## config.mk

```make
export PLATFORM = sky130hd
export DESIGN_NAME = pixel_sink
export DESIGN_NICKNAME = d
export VERILOG_FILES = /design/src/rtl/pixel_sink.sv
export SDC_FILE = /design/constraint.sdc
export NUM_CORES = 1
export LEC_CHECK = 0
export CAP_MARGIN = 20
export CORE_AREA = 3 3 148 150
export DETAILED_ROUTE_END_ITERATION = 6
export DIE_AREA = 0 0 151 153
export GPL_ROUTABILITY_DRIVEN = 0
export PLACE_DENSITY = 0.74
export SLEW_MARGIN = 20
export SYNTH_ARGS = -nofsm -noshare
export SYNTH_HDL_FRONTEND = slang
export SYNTH_SLANG_ARGS = --single-unit
```

## constraint.sdc

```tcl
create_clock -name CLK -period 4.1 [get_ports CLK]
set_input_delay 0.82 -clock CLK [delete_from_list [all_inputs] [get_ports CLK]]
set_output_delay 0.82 -clock CLK [all_outputs]
set_load 0.02 [all_outputs]
```

## src/rtl/pixel_sink.sv

```systemverilog
// Serial pixel receiver: deserializes PX/PY/C words, maps Q10.6 coordinates to a
// linear framebuffer address, buffers pixels in a small FIFO and drains them under ready/valid.
module pixel_sink #(
  parameter int FRAC       = 6,
  parameter int WIDTH      = 320,
  parameter int HEIGHT     = 240,
  parameter int ADDR_W     = 17,
  parameter int FIFO_DEPTH = 4
) (
  input  logic              CLK,
  input  logic              RST,
  input  logic              PX,
  input  logic              PY,
  input  logic              C,
  input  logic              VALID,
  input  logic              DONE_IN,
  output logic [ADDR_W-1:0] FB_ADDR,
  output logic [15:0]       FB_DATA,
  output logic              FB_WE,
  input  logic              FB_READY,
  output logic              TRI_DONE,
  output logic [ADDR_W-1:0] PIX_CNT,
  output logic [15:0]       DROP_CNT,
  output logic              OVERFLOW,
  output logic              OVERRUN
);

  localparam int PTR_W = (FIFO_DEPTH > 1) ? $clog2(FIFO_DEPTH) : 1;
  localparam int ENT_W = ADDR_W + 16;
  localparam logic [0:0]  ST_IDLE  = 1'b0;
  localparam logic [0:0]  ST_SHIFT = 1'b1;
  localparam logic [15:0] WIDTH_W  = 16'(WIDTH);
  localparam logic [15:0] HEIGHT_W = 16'(HEIGHT);

  logic [0:0]        state_q, state_d;
  logic [3:0]        bit_cnt_q, bit_cnt_d;
  logic [15:0]       x_sr_q, x_sr_d;
  logic [15:0]       y_sr_q, y_sr_d;
  logic [15:0]       c_sr_q, c_sr_d;
  logic              word_ready_q, word_ready_d;
  logic              overrun_q, overrun_d;

  logic              conv_valid_q, conv_valid_d;
  logic [ADDR_W-1:0] conv_addr_q, conv_addr_d;
  logic [15:0]       conv_data_q, conv_data_d;

  logic [ENT_W-1:0]  mem_q [FIFO_DEPTH];
  logic [ENT_W-1:0]  mem_d [FIFO_DEPTH];
  logic [PTR_W:0]    wr_ptr_q, wr_ptr_d;
  logic [PTR_W:0]    rd_ptr_q, rd_ptr_d;

  logic [ADDR_W-1:0] pix_cnt_q, pix_cnt_d;
  logic [15:0]       drop_cnt_q, drop_cnt_d;
  logic              overflow_q, overflow_d;
  logic              pending_q, pending_d;

  logic [15:0]       xi, yi;
  logic              oob;
  logic [ADDR_W-1:0] lin_addr;
  logic              empty, full, pop, push, drop_oob, drop_full;
  logic [1:0]        drop_inc;
  logic [16:0]       drop_sum;
  logic [ENT_W-1:0]  head;
  logic              tri_done;

  // A VALID that lands on the 16th bit does not restart capture; the word still completes.
  always_comb begin
    state_d      = state_q;
    bit_cnt_d    = bit_cnt_q;
    x_sr_d       = x_sr_q;
    y_sr_d       = y_sr_q;
    c_sr_d       = c_sr_q;
    word_ready_d = 1'b0;
    overrun_d    = overrun_q;
    case (state_q)
      ST_IDLE: begin
        if (VALID) begin
          state_d   = ST_SHIFT;
          bit_cnt_d = '0;
        end
      end
      default: begin
        if (VALID && (bit_cnt_q != 4'd15)) begin
          bit_cnt_d = '0;
          overrun_d = 1'b1;
        end else begin
          x_sr_d    = {x_sr_q[14:0], PX};
          y_sr_d    = {y_sr_q[14:0], PY};
          c_sr_d    = {c_sr_q[14:0], C};
          bit_cnt_d = bit_cnt_q + 4'd1;
          if (bit_cnt_q == 4'd15) begin
            word_ready_d = 1'b1;
            state_d      = ST_IDLE;
            if (VALID) overrun_d = 1'b1;
          end
        end
      end
    endcase
  end

  always_comb begin
    xi       = 16'($signed(x_sr_q) >>> FRAC);
    yi       = 16'($signed(y_sr_q) >>> FRAC);
    oob      = x_sr_q[15] | y_sr_q[15] | (xi >= WIDTH_W) | (yi >= HEIGHT_W);
    lin_addr = ADDR_W'(yi) * ADDR_W'(WIDTH) + ADDR_W'(xi);
    conv_valid_d = word_ready_q && !oob;
    conv_addr_d  = word_ready_q ? lin_addr : conv_addr_q;
    conv_data_d  = word_ready_q ? c_sr_q : conv_data_q;
    drop_oob     = word_ready_q && oob;
  end

  // A full FIFO still accepts a push when the head is leaving in the same cycle.
  always_comb begin
    empty     = (wr_ptr_q == rd_ptr_q);
    full      = (wr_ptr_q[PTR_W] != rd_ptr_q[PTR_W]) &&
                (wr_ptr_q[PTR_W-1:0] == rd_ptr_q[PTR_W-1:0]);
    pop       = !empty && FB_READY;
    push      = conv_valid_q && (!full || pop);
    drop_full = conv_valid_q && full && !pop;
    mem_d     = mem_q;
    if (push) mem_d[wr_ptr_q[PTR_W-1:0]] = {conv_addr_q, conv_data_q};
    wr_ptr_d  = push ? wr_ptr_q + 1'b1 : wr_ptr_q;
    rd_ptr_d  = pop ? rd_ptr_q + 1'b1 : rd_ptr_q;
    head      = mem_q[rd_ptr_q[PTR_W-1:0]];
  end

  always_comb begin
    drop_inc   = {1'b0, drop_oob} + {1'b0, drop_full};
    drop_sum   = {1'b0, drop_cnt_q} + 17'(drop_inc);
    drop_cnt_d = drop_sum[16] ? 16'hFFFF : drop_sum[15:0];
    pix_cnt_d  = pix_cnt_q + ADDR_W'(pop);
    overflow_d = overflow_q | drop_full;
    tri_done   = pending_q && (state_q == ST_IDLE) && !word_ready_q && !conv_valid_q && empty;
    pending_d  = (pending_q && !tri_done) || DONE_IN;
  end

  always_ff @(posedge CLK) begin
    if (RST) begin
      state_q      <= ST_IDLE;
      bit_cnt_q    <= '0;
      x_sr_q       <= '0;
      y_sr_q       <= '0;
      c_sr_q       <= '0;
      word_ready_q <= 1'b0;
      overrun_q    <= 1'b0;
      conv_valid_q <= 1'b0;
      conv_addr_q  <= '0;
      conv_data_q  <= '0;
      for (int i = 0; i < FIFO_DEPTH; i++) mem_q[i] <= '0;
      wr_ptr_q     <= '0;
      rd_ptr_q     <= '0;
      pix_cnt_q    <= '0;
      drop_cnt_q   <= '0;
      overflow_q   <= 1'b0;
      pending_q    <= 1'b0;
    end else begin
      state_q      <= state_d;
      bit_cnt_q    <= bit_cnt_d;
      x_sr_q       <= x_sr_d;
      y_sr_q       <= y_sr_d;
      c_sr_q       <= c_sr_d;
      word_ready_q <= word_ready_d;
      overrun_q    <= overrun_d;
      conv_valid_q <= conv_valid_d;
      conv_addr_q  <= conv_addr_d;
      conv_data_q  <= conv_data_d;
      mem_q        <= mem_d;
      wr_ptr_q     <= wr_ptr_d;
      rd_ptr_q     <= rd_ptr_d;
      pix_cnt_q    <= pix_cnt_d;
      drop_cnt_q   <= drop_cnt_d;
      overflow_q   <= overflow_d;
      pending_q    <= pending_d;
    end
  end

  always_comb begin
    FB_WE    = !empty;
    FB_ADDR  = empty ? '0 : head[ENT_W-1:16];
    FB_DATA  = empty ? '0 : head[15:0];
    TRI_DONE = tri_done;
    PIX_CNT  = pix_cnt_q;
    DROP_CNT = drop_cnt_q;
    OVERFLOW = overflow_q;
    OVERRUN  = overrun_q;
  end

endmodule

```

Word level (Yosys, flattened, before mapping)
Index checks and enable logic that the tools add are counted.
- register bits after elaboration: 262
- bits of input ports: 8
- output and inout port bits: 70
- add/sub/neg operators: 7
- multipliers: 1
- magnitude comparators: 5
- eq/ne operators: 5
- muxes and demuxes: 20
- bitwise logic cells: 8
- reduce and logical (&&, ||, !) cells: 29
- operators by type and width (cell ; number):
    132-bit bitwise mux ; 1
    33-bit 2-to-1 mux ; 3
    33-bit binary-select mux with 2-bit select ; 1
    33-bit demux with 2-bit select ; 1
    16-bit 2-to-1 mux ; 2
    16-bit by 2-bit adder with 17-bit output ; 1
    17-bit by 1-bit adder with 17-bit output ; 1
    17-bit by 16-bit adder with 17-bit output ; 1
    17-bit 2-to-1 mux ; 1
    16-bit by 8-bit >= comparator with 1-bit output (second input constant) ; 1
    16-bit by 9-bit >= comparator with 1-bit output (second input constant) ; 1
    16-bit by 3-bit multiplier with 11-bit output (second input constant) ; 1
    1-bit logical AND ; 14
    4-bit 2-to-1 mux ; 3
    1-bit 2-to-1 mux ; 8
    1-bit logical NOT ; 7
    3-bit by 1-bit adder with 3-bit output (second input constant) ; 2
    3-bit >= comparator (second input constant) ; 2
    2-bit inverter with 3-bit output ; 2
    2-bit nonzero test ; 3
    4-bit by 1-bit adder with 4-bit output (second input constant) ; 1
    4-bit equality test (second input constant) ; 1
    4-bit inequality test (second input constant) ; 1
    1-bit bitwise OR ; 4
    other kinds (10) ; 12

Logic depth before layout (Yosys ltp)
- word-level depth: 8
- gate-level depth with buffers: 14
- gate-level depth less buffers: 14

Least setup slack after synthesis
Ideal clock, no wire load.
- path type: register to register
- from: register y_sr_q[7]
- to: register conv_addr_q[16]
- setup time: 0.079 ns
- arrival: 3.136 ns
- data required time: 4.021 ns
- setup slack: 0.885 ns
- stages on the path, launching flop included: 15
- path buffers: 0
- period minus slack after synthesis: 3.215 ns
- path through: dfxtp_1 ha_1 ha_1 fa_1 a21o_1 a21oi_1 o21bai_1 a21oi_1 xnor2_1 ha_1 nand2_1 nor3_1 a21oi_2 xnor3_1 a211oi_2
- longest elaborated chain between the ends: 2
- ends and longest elaborated chain (what ; line ; text):
    start: declaration ; 38 ; logic [15:0] y_sr_q, y_sr_d;
    start signal: assignment ; 160 ; y_sr_q <= y_sr_d;
    16-bit by 3-bit multiplier with 11-bit output ; 105 ; lin_addr = ADDR_W'(yi) * ADDR_W'(WIDTH) + ADDR_W'(xi);
    17-bit by 16-bit adder with 17-bit output ; 105 ;
    end signal: assignment ; 165 ; conv_addr_q <= conv_addr_d;
    end: declaration ; 44 ; logic [ADDR_W-1:0] conv_addr_q, conv_addr_d;
Every way passes these cells.
A chain may end at the register's enable or synchronous reset.

Worst setup path after layout
- from: register rd_ptr_q[0]
- to: output port TRI_DONE
- longest elaborated chain between the ends: 2
- ends and longest elaborated chain (what ; line ; text):
    start: declaration ; 50 ; logic [PTR_W:0] rd_ptr_q, rd_ptr_d;
    start signal: assignment ; 169 ; rd_ptr_q <= rd_ptr_d;
    3-bit equality test ; 114 ; empty = (wr_ptr_q == rd_ptr_q);
    1-bit logical AND ; 133 ; tri_done = pending_q && (state_q == ST_IDLE) && !word_ready_q && !conv_valid_q && empty;
    end: declaration ; 21 ; output logic TRI_DONE,
Every way passes these cells.

==> results list <==
- Clk buf depth: 3
- Once the clock tree was built, the resizer swapped 0 gates to a different size.
* Critical Path End Type: primary output
* Proportion of synthesized chip area in sequential cells: 46.2%
* Synth async-reset ratio: 0%
* Dominant synthesized flop cell: dfxtp_1
- By instance count, the leading cell after synthesis is nand2_1.
- The analysis attributes to net switching a power of between 1 and 1.5 mW.
* Clock skew after layout: between 15 and 20 ps
* Final layout net count: approximately 1400
- Buffers added to address setup during post-CTS repair amount to 0.
- Number of sinks handled by clock tree synthesis: between 200 and 300
* Post-Place Cell Area: between 10000 and 15000 sq um
- Number of synthesized register bits: 262
- Post-synthesis compound-gate area fraction: 11.6%
* Clock root cell: clkbuf_16
- Startpoint-to-endpoint class of the critical path: reg2out
* Instance count along the most critical hold path: 2
- Max Clk Rate: ~280 MHz
- In the post-route analysis, the smallest setup slack over all paths is between 500 and 600 ps.
* Final standard cell area without fillers: ~13000 sq um
- The total count of max-transition violations in the final report was 0.
* Synthesized netlist net count: 1367
- The largest total area in the synthesized netlist belongs to dfxtp_1.
* Clock latency of the later-clocked register in the worst-skew pair: between 500 and 600 ps
- Headroom to the max-slew limit came out at 33.6%.
* Largest family of logic cells by synthesized area: simple AND/OR/NAND/NOR gates
* Power per Cell Area: about 400 nW/um^2
- For this design the static power due to leakage is between 4 and 5 nW.
- GRT Resource Usage Total: 21.5%
- Summed over all nets, the half-perimeter wirelength after detailed placement is between 15000 and 20000 um.
- Share of total power in the clock network: 48.4%
* Capture endpoint of the worst hold path: y_sr_q[2]
- After technology mapping, the gate count stands at between 1000 and 1500.
- Area share of and/or/nand/nor cells after synthesis: 20.8%
- RSZ-0062 raised after global routing: no
* Multiplexer fraction of the synthesized cell area: 9.19%
* Max-cap check violation count: 0
* Number of buffers and inverters on the critical path: 2
- For the worst flop-to-flop path, the logic depth is 14.
* Post-route fraction of the period consumed by the critical path: just under 90%
* Mean cell area of the mapped netlist: 8.60 sq um
- Clock transition time at the flip-flop clock pins of the worst setup and hold paths: roughly 60 ps
* Placeable core area: 20800 sq um
- Buffers inserted to repair hold after CTS numbered 0.
* # setup viols final: 0
- Summing the areas of all fa, ha and maj instances in the mapped netlist gives between 4 and 5% of the synthesized area.
- In this run the core area contains 53 standard-cell rows.
* Net switching share of the total power: between 20% and 30%
- Overall die height: 153 um
* Initial antenna violation count: 0
* Combinational cell fraction of total power: between 1.5 and 2%
* Via density per instance: 5.42
* Worst flop-to-flop path startpoint: y_sr_q[7]
* Yosys top cell area share: ~46%
* Worst stage delay on the critical path: 620 ps
* Type of the tightest min-delay check: reg2reg
- Setup slack after placement: between 400 and 500 ps
- Setup TNS: 0 ps
* Leading post-synthesis cells by cell area: dfxtp_1 (46%), nand2_1 (13%), a21oi_1 (9.2%)
- IR analysis of the VDD net gives a maximum drop of 0.283 mV.
- Routed wire length: approximately 25000 um
- Synthesis-to-finish area growth: 15.7%
- After the first detailed-routing iteration, the DRC count stood at roughly 650.
* Kind of launch point of the worst setup path: flip-flop
- Reg2reg end: conv_addr_q[16]
- Synthesized-area fraction occupied by xor and xnor cells: about 3.4%
- The final-report hold violation count is 0.
* Largest delay share family, worst path: buffers and inverters
* Share of power burned in registers: about half
* Wire length of the first global-routing pass: ~42000 um
- EDFF count, synth: 0
* Total via count after detailed routing: roughly 9000
- Startpoint of the lowest-slack hold path: y_sr_q[1]
- TritonCTS built the clock tree.
* Data arrival time at the worst-slack endpoint: 2770 ps
- The internal power of the cells totals 4.06 mW.
- Initial standard-cell utilization of the core: 54.5%
* Share of post-route cells with drive strength above 1: 7.47%
- Synthesis instantiated 50 different standard cells from the library.
* Detail-routed net length per standard cell: ~15 um
* Cell Area, Synth: approximately 11000 sq um
- Worst-margin pin slew: about 1000 ps
* ANT nets after route: 0
* Ordered cell list for the critical path: xor2_1, nor3b_2, buf_4, and4_1, clkdlybuf4s50_1
- Power Total: between 5 and 6 mW
- The flow ran to the end, and the final reports show no timing, DRC or antenna violations.
* Data required, critical path: ~3300 ps
* Warnings from Yosys: 0
- For this design the top-level I/O count stands at 78.
- Critical-path maximum fanout: 25
* Drc violations: 0
- Buffers inserted during clock tree synthesis total 27.
* Number of buffers added on ports: 77
* Diode insertion count for antenna repair: 0
- Global routing finished with a remaining overflow of 0.
* Die extent in x: 151 um
- CTS built an H-tree with a depth of 1.
* Die outline area: about 23000 sq um
* Length of the first detailed-routing pass in iterations: 5
- The number of global-route vias before repair came to 8400.
- Clock period minus worst slack: between 3000 and 4000 ps
- Entering global routing, the biggest net connects between 100 and 150 pins.
- Counting instances in the post-synthesis netlist gives the leading cell types as nand2_1 (388), dfxtp_1 (262), a21oi_1 (208).
* Slowest library cell on the worst path: clkdlybuf4s50_1
- Setup slack on the worst reg-to-reg path comes out at around 600 ps.
worst max path at each step:
stage / depth (start not counted) / slack (ps) / endpoint / startpoint
after floorplan: 14 / 880 / conv_addr_q[16] / y_sr_q[7]
after global placement: 11 / 540 / DROP_CNT[5] / FB_READY
after detailed placement: 11 / 450 / DROP_CNT[5] / FB_READY
after CTS: 5 / 500 / TRI_DONE / rd_ptr_q[0]
after global routing: 5 / 390 / TRI_DONE / rd_ptr_q[0]
final: 5 / 510 / TRI_DONE / rd_ptr_q[0]
routing by layer:
layer  GRT usage, %  share of wire [%]
met2           35.9                 48
met3           3.17                5.1
met1           29.5                 45
met4           5.22                1.9
met5              0                  0
cells in the final DEF, fill, tap and decap left out, types with 18 or more instances in the layout:
master           instances
nand2_1                388
dfxtp_1                259
a21oi_1                208
clkdlybuf4s50_1         76
nor2_1                  71
ha_1                    36
nor2b_1                 34
mux4_2                  33
mux2i_1                 30
clkbuf_16               27
xor2_1                  21
xnor2_1                 21
inv_1                   19
nand3_1                 19
buf_4                   18
sequential cells by signal, summed over array words and instances (netlist names):
name and flops:
conv_valid_q 1, state_q 1, rd_ptr_q 3, pending_q 1
bit_cnt_q 4, word_ready_q 1, OVERFLOW 1, OVERRUN 1
y_sr_q 16, PIX_CNT 17, c_sr_q 16, DROP_CNT 16
conv_data_q 16, mem_q 132, x_sr_q 16, wr_ptr_q 3
conv_addr_q 17
power by group through the flow:
stage,registers (mW),clock network (mW),logic [mW]
5_1_grt,2.55,2.63,0.0894
6_report,2.55,2.47,0.0807
3_3_place_gp,2.61,0,0.0813
3_5_place_dp,2.61,0,0.0811
2_1_floorplan,2.61,0,0.0584
4_1_cts,2.55,2.53,0.0815
cells by family (layout without fill, tap and decap cells):
group                    after synthesis  in the layout
AND/OR/NAND/NOR                      561            561
AO/OA/AOI/OAI                        246            246
adder cells (fa/ha/maj)               39             39
buffers and inverters                106            165
flip-flops                           262            262
multiplexers                          63             63
XOR/XNOR                              43             43
per-stage QoR:
step           utilization [%]  hold slack [ps]  cells
4_1_cts                   63.1              454   1654
5_1_grt                   63.1              469   1654
6_report                  63.1              451   1654
3_5_place_dp              58.7              445   1604
3_3_place_gp              58.7              438   1604
2_1_floorplan                -              431   1320
layout make-up:
cell class | instances | area, sq um
Timing Repair Buffer | 96 | 930
Clock inverter | 9 | 129
Multi-Input combinational cell | 952 | 5630
Fill cell | 1770 | 7690
Sequential cell | 262 | 5250
Tap cell | 275 | 344
Clock buffer | 41 | 778
Inverter | 19 | 71.3
tightest hold or removal path: stages (launching register included):
cell,delay (ps)
dfxtp_1,310
nand2_1,50
a21oi_1,50
Power figures use the tool's default switching activity.
==> variant: new RTL, config.mk and constraints unchanged <==
Make the reset (`RST`) asynchronous in one clocked block.
--- a/src/rtl/pixel_sink.sv
+++ b/src/rtl/pixel_sink.sv
@@ -134,7 +134,7 @@
     pending_d  = (pending_q && !tri_done) || DONE_IN;
   end
 
-  always_ff @(posedge CLK) begin
+  always_ff @(posedge CLK or posedge RST) begin
     if (RST) begin
       state_q      <= ST_IDLE;
       bit_cnt_q    <= '0;
Function: differs if RST is asserted again (counterexample within 4 cycles, from zero or initial values and one cycle with RST high); with RST held inactive, the same outputs for 10 cycles.
==> variant against the unedited design <==
- sequential cell count did not move
- highest routed layer unchanged
- count of clock-buffer cells in the layout fell by 6
- final cell count fell by 26%
- setup slack got worse by 0.10 ns
- global-route usage fell by 0.20 points
- sequential share of layout area rose by 5.2 points
- via count fell by 22%
- first-iteration DRC count fell by 42%
- utilization rose by 6.6 points
- wire length fell by 4.2%
- area after synthesis rose by 11%
- final area rose by 10%
Power is not compared: it rests on default switching activity, and its combinational part moved more than twofold at a synthesized area within 25%.
==> variant: results (changes against the unedited design) <==
[outcome]
outcome = finished, final reports clean

[critical_path]
cp_max_fo = 7  ; -72%
ff2ff_path_depth = 15  ; +1
critical_path_arrival_ns = 4.07  ; +1.30 ns
reg2reg_to = conv_addr_q[16]
rrSetupSlack_ns = 0.41  ; -0.19 ns

[synthesis]
synth_area_leaders = dfrtp_1 (52%), mux2_4 (14%), mux2_2 (8.0%), mux4_2 (5.7%), ha_1 (3.6%)
synthAdderAreaFrac_pct = 4.07  ; -0.43 points
synth-async-reset-ratio_pct = 100  ; +100 points
synth_cell_type_count = 46  ; -8.0%
seq_area_frac_synth_pct = 52.2  ; +6.0 points
synthMuxAreaShare_pct = 28.3  ; +19 points
synth_area_per_cell_sq_um = 14.9  ; +73%
synth_xor_area_share_pct = 3.28  ; -0.16 points
syn-num-nets = 890  ; -35%

[drt]
via_per_inst = 5.70  ; +5.3%
avgRoutedWirePerCell_um = 19.5  ; +30%
drt-initial-drc-count = 374  ; -42%
vias = 6961  ; -22%
dr.pass1.iters = 4  ; -1

[worst_hold_path]
min_path_cells = 1  ; -1
holdPathEnd = OVERRUN
min_from = OVERRUN
min_path_type = register to register

[timing]
tightest_slew_ns = 0.729  ; -0.266 ns
clock_skew_ns = 0.0193  ; +0.00240 ns
hold-worst-slack_ns = 0.470  ; +0.0193 ns

[layout]
n_fill_cell = 1387  ; -22%
final_nets = 972  ; -31%
multi_input_area_sq_um = 5640  ; +0.11%

[cts]
cts_buffers = 28  ; +3.7%

[placed_design]
place_inst = 1170  ; -27%
pre_cts_ws_ns = 0.300  ; -0.149 ns
placed_area_sq_um = 13500  ; +10%
dp.final_hpwl_um = 15100  ; +0.30%

[global_routing]
grt_pass1_wl_um = 40200  ; -3.3%
track_usage_pct = 21.3  ; -0.20 points
grt_pass1_vias = 7523  ; -10%
gr-usage-met3_pct = 2.88  ; -0.30 points
grt_max_degree = 121  ; +19%

[pwr]
p_switching_mw = 2.47

-- variant: changes by cell type in the layout (fill, tap and decap cells not counted), sizes merged, moves of 5 or more --
cell | before | now
nand2 | 388 | 40
mux2i | 30 | 1
xnor2 | 21 | 32
dfrtp | 0 | 262
a21oi | 209 | 14
nor2 | 71 | 26
clkbuf | 42 | 35
o21ai | 9 | 14
xor2 | 21 | 15
buf | 19 | 10
a211oi | 5 | 0
mux2 | 0 | 209
nor3 | 7 | 2
dfxtp | 262 | 0
-- variant: area by class of cell --
class                           count  share of cell area (%)
Tap cell                          275                    2.37
Clock inverter                     16                    1.51
Inverter                           16                   0.440
Clock buffer                       35                    5.50
Multi-Input combinational cell    530                    38.9
Timing Repair Buffer               87                    6.09
Sequential cell                   262                    45.2
-- variant: how the worst max path moves through the flow --
stage                start               to  slack [ns]  cells past startpoint
2_1_floorplan          RST      DROP_CNT[0]       -0.18                      1
3_3_place_gp      FB_READY      DROP_CNT[4]        0.46                     10
3_5_place_dp      FB_READY      DROP_CNT[1]        0.30                     10
4_1_cts        rd_ptr_q[0]      FB_DATA[15]        0.36                      4
5_1_grt          y_sr_q[7]  conv_addr_q[16]        0.14                     15
6_report         y_sr_q[7]  conv_addr_q[16]        0.41                     15
-- variant: critical path, cell delays in order (launching register included) --
cell and delay, ns:
dfrtp_1 0.42, ha_1 0.31, ha_1 0.22, fa_1 0.41, a21o_1 0.20, a21oi_1 0.22
o21bai_1 0.10, a21oi_1 0.18, xnor2_1 0.14, ha_1 0.32, a21oi_1 0.17, o21ai_0 0.12
and2_1 0.18, a221oi_1 0.28, xor2_1 0.19, a21oi_1 0.08
-- variant: layer usage --
layer | vias up | share of wire [%]
met5 | - | 0
met4 | 0 | 1.7
met3 | 31 | 3.1
met1 | 3649 | 44
li1 | 3162 | -
met2 | 119 | 51
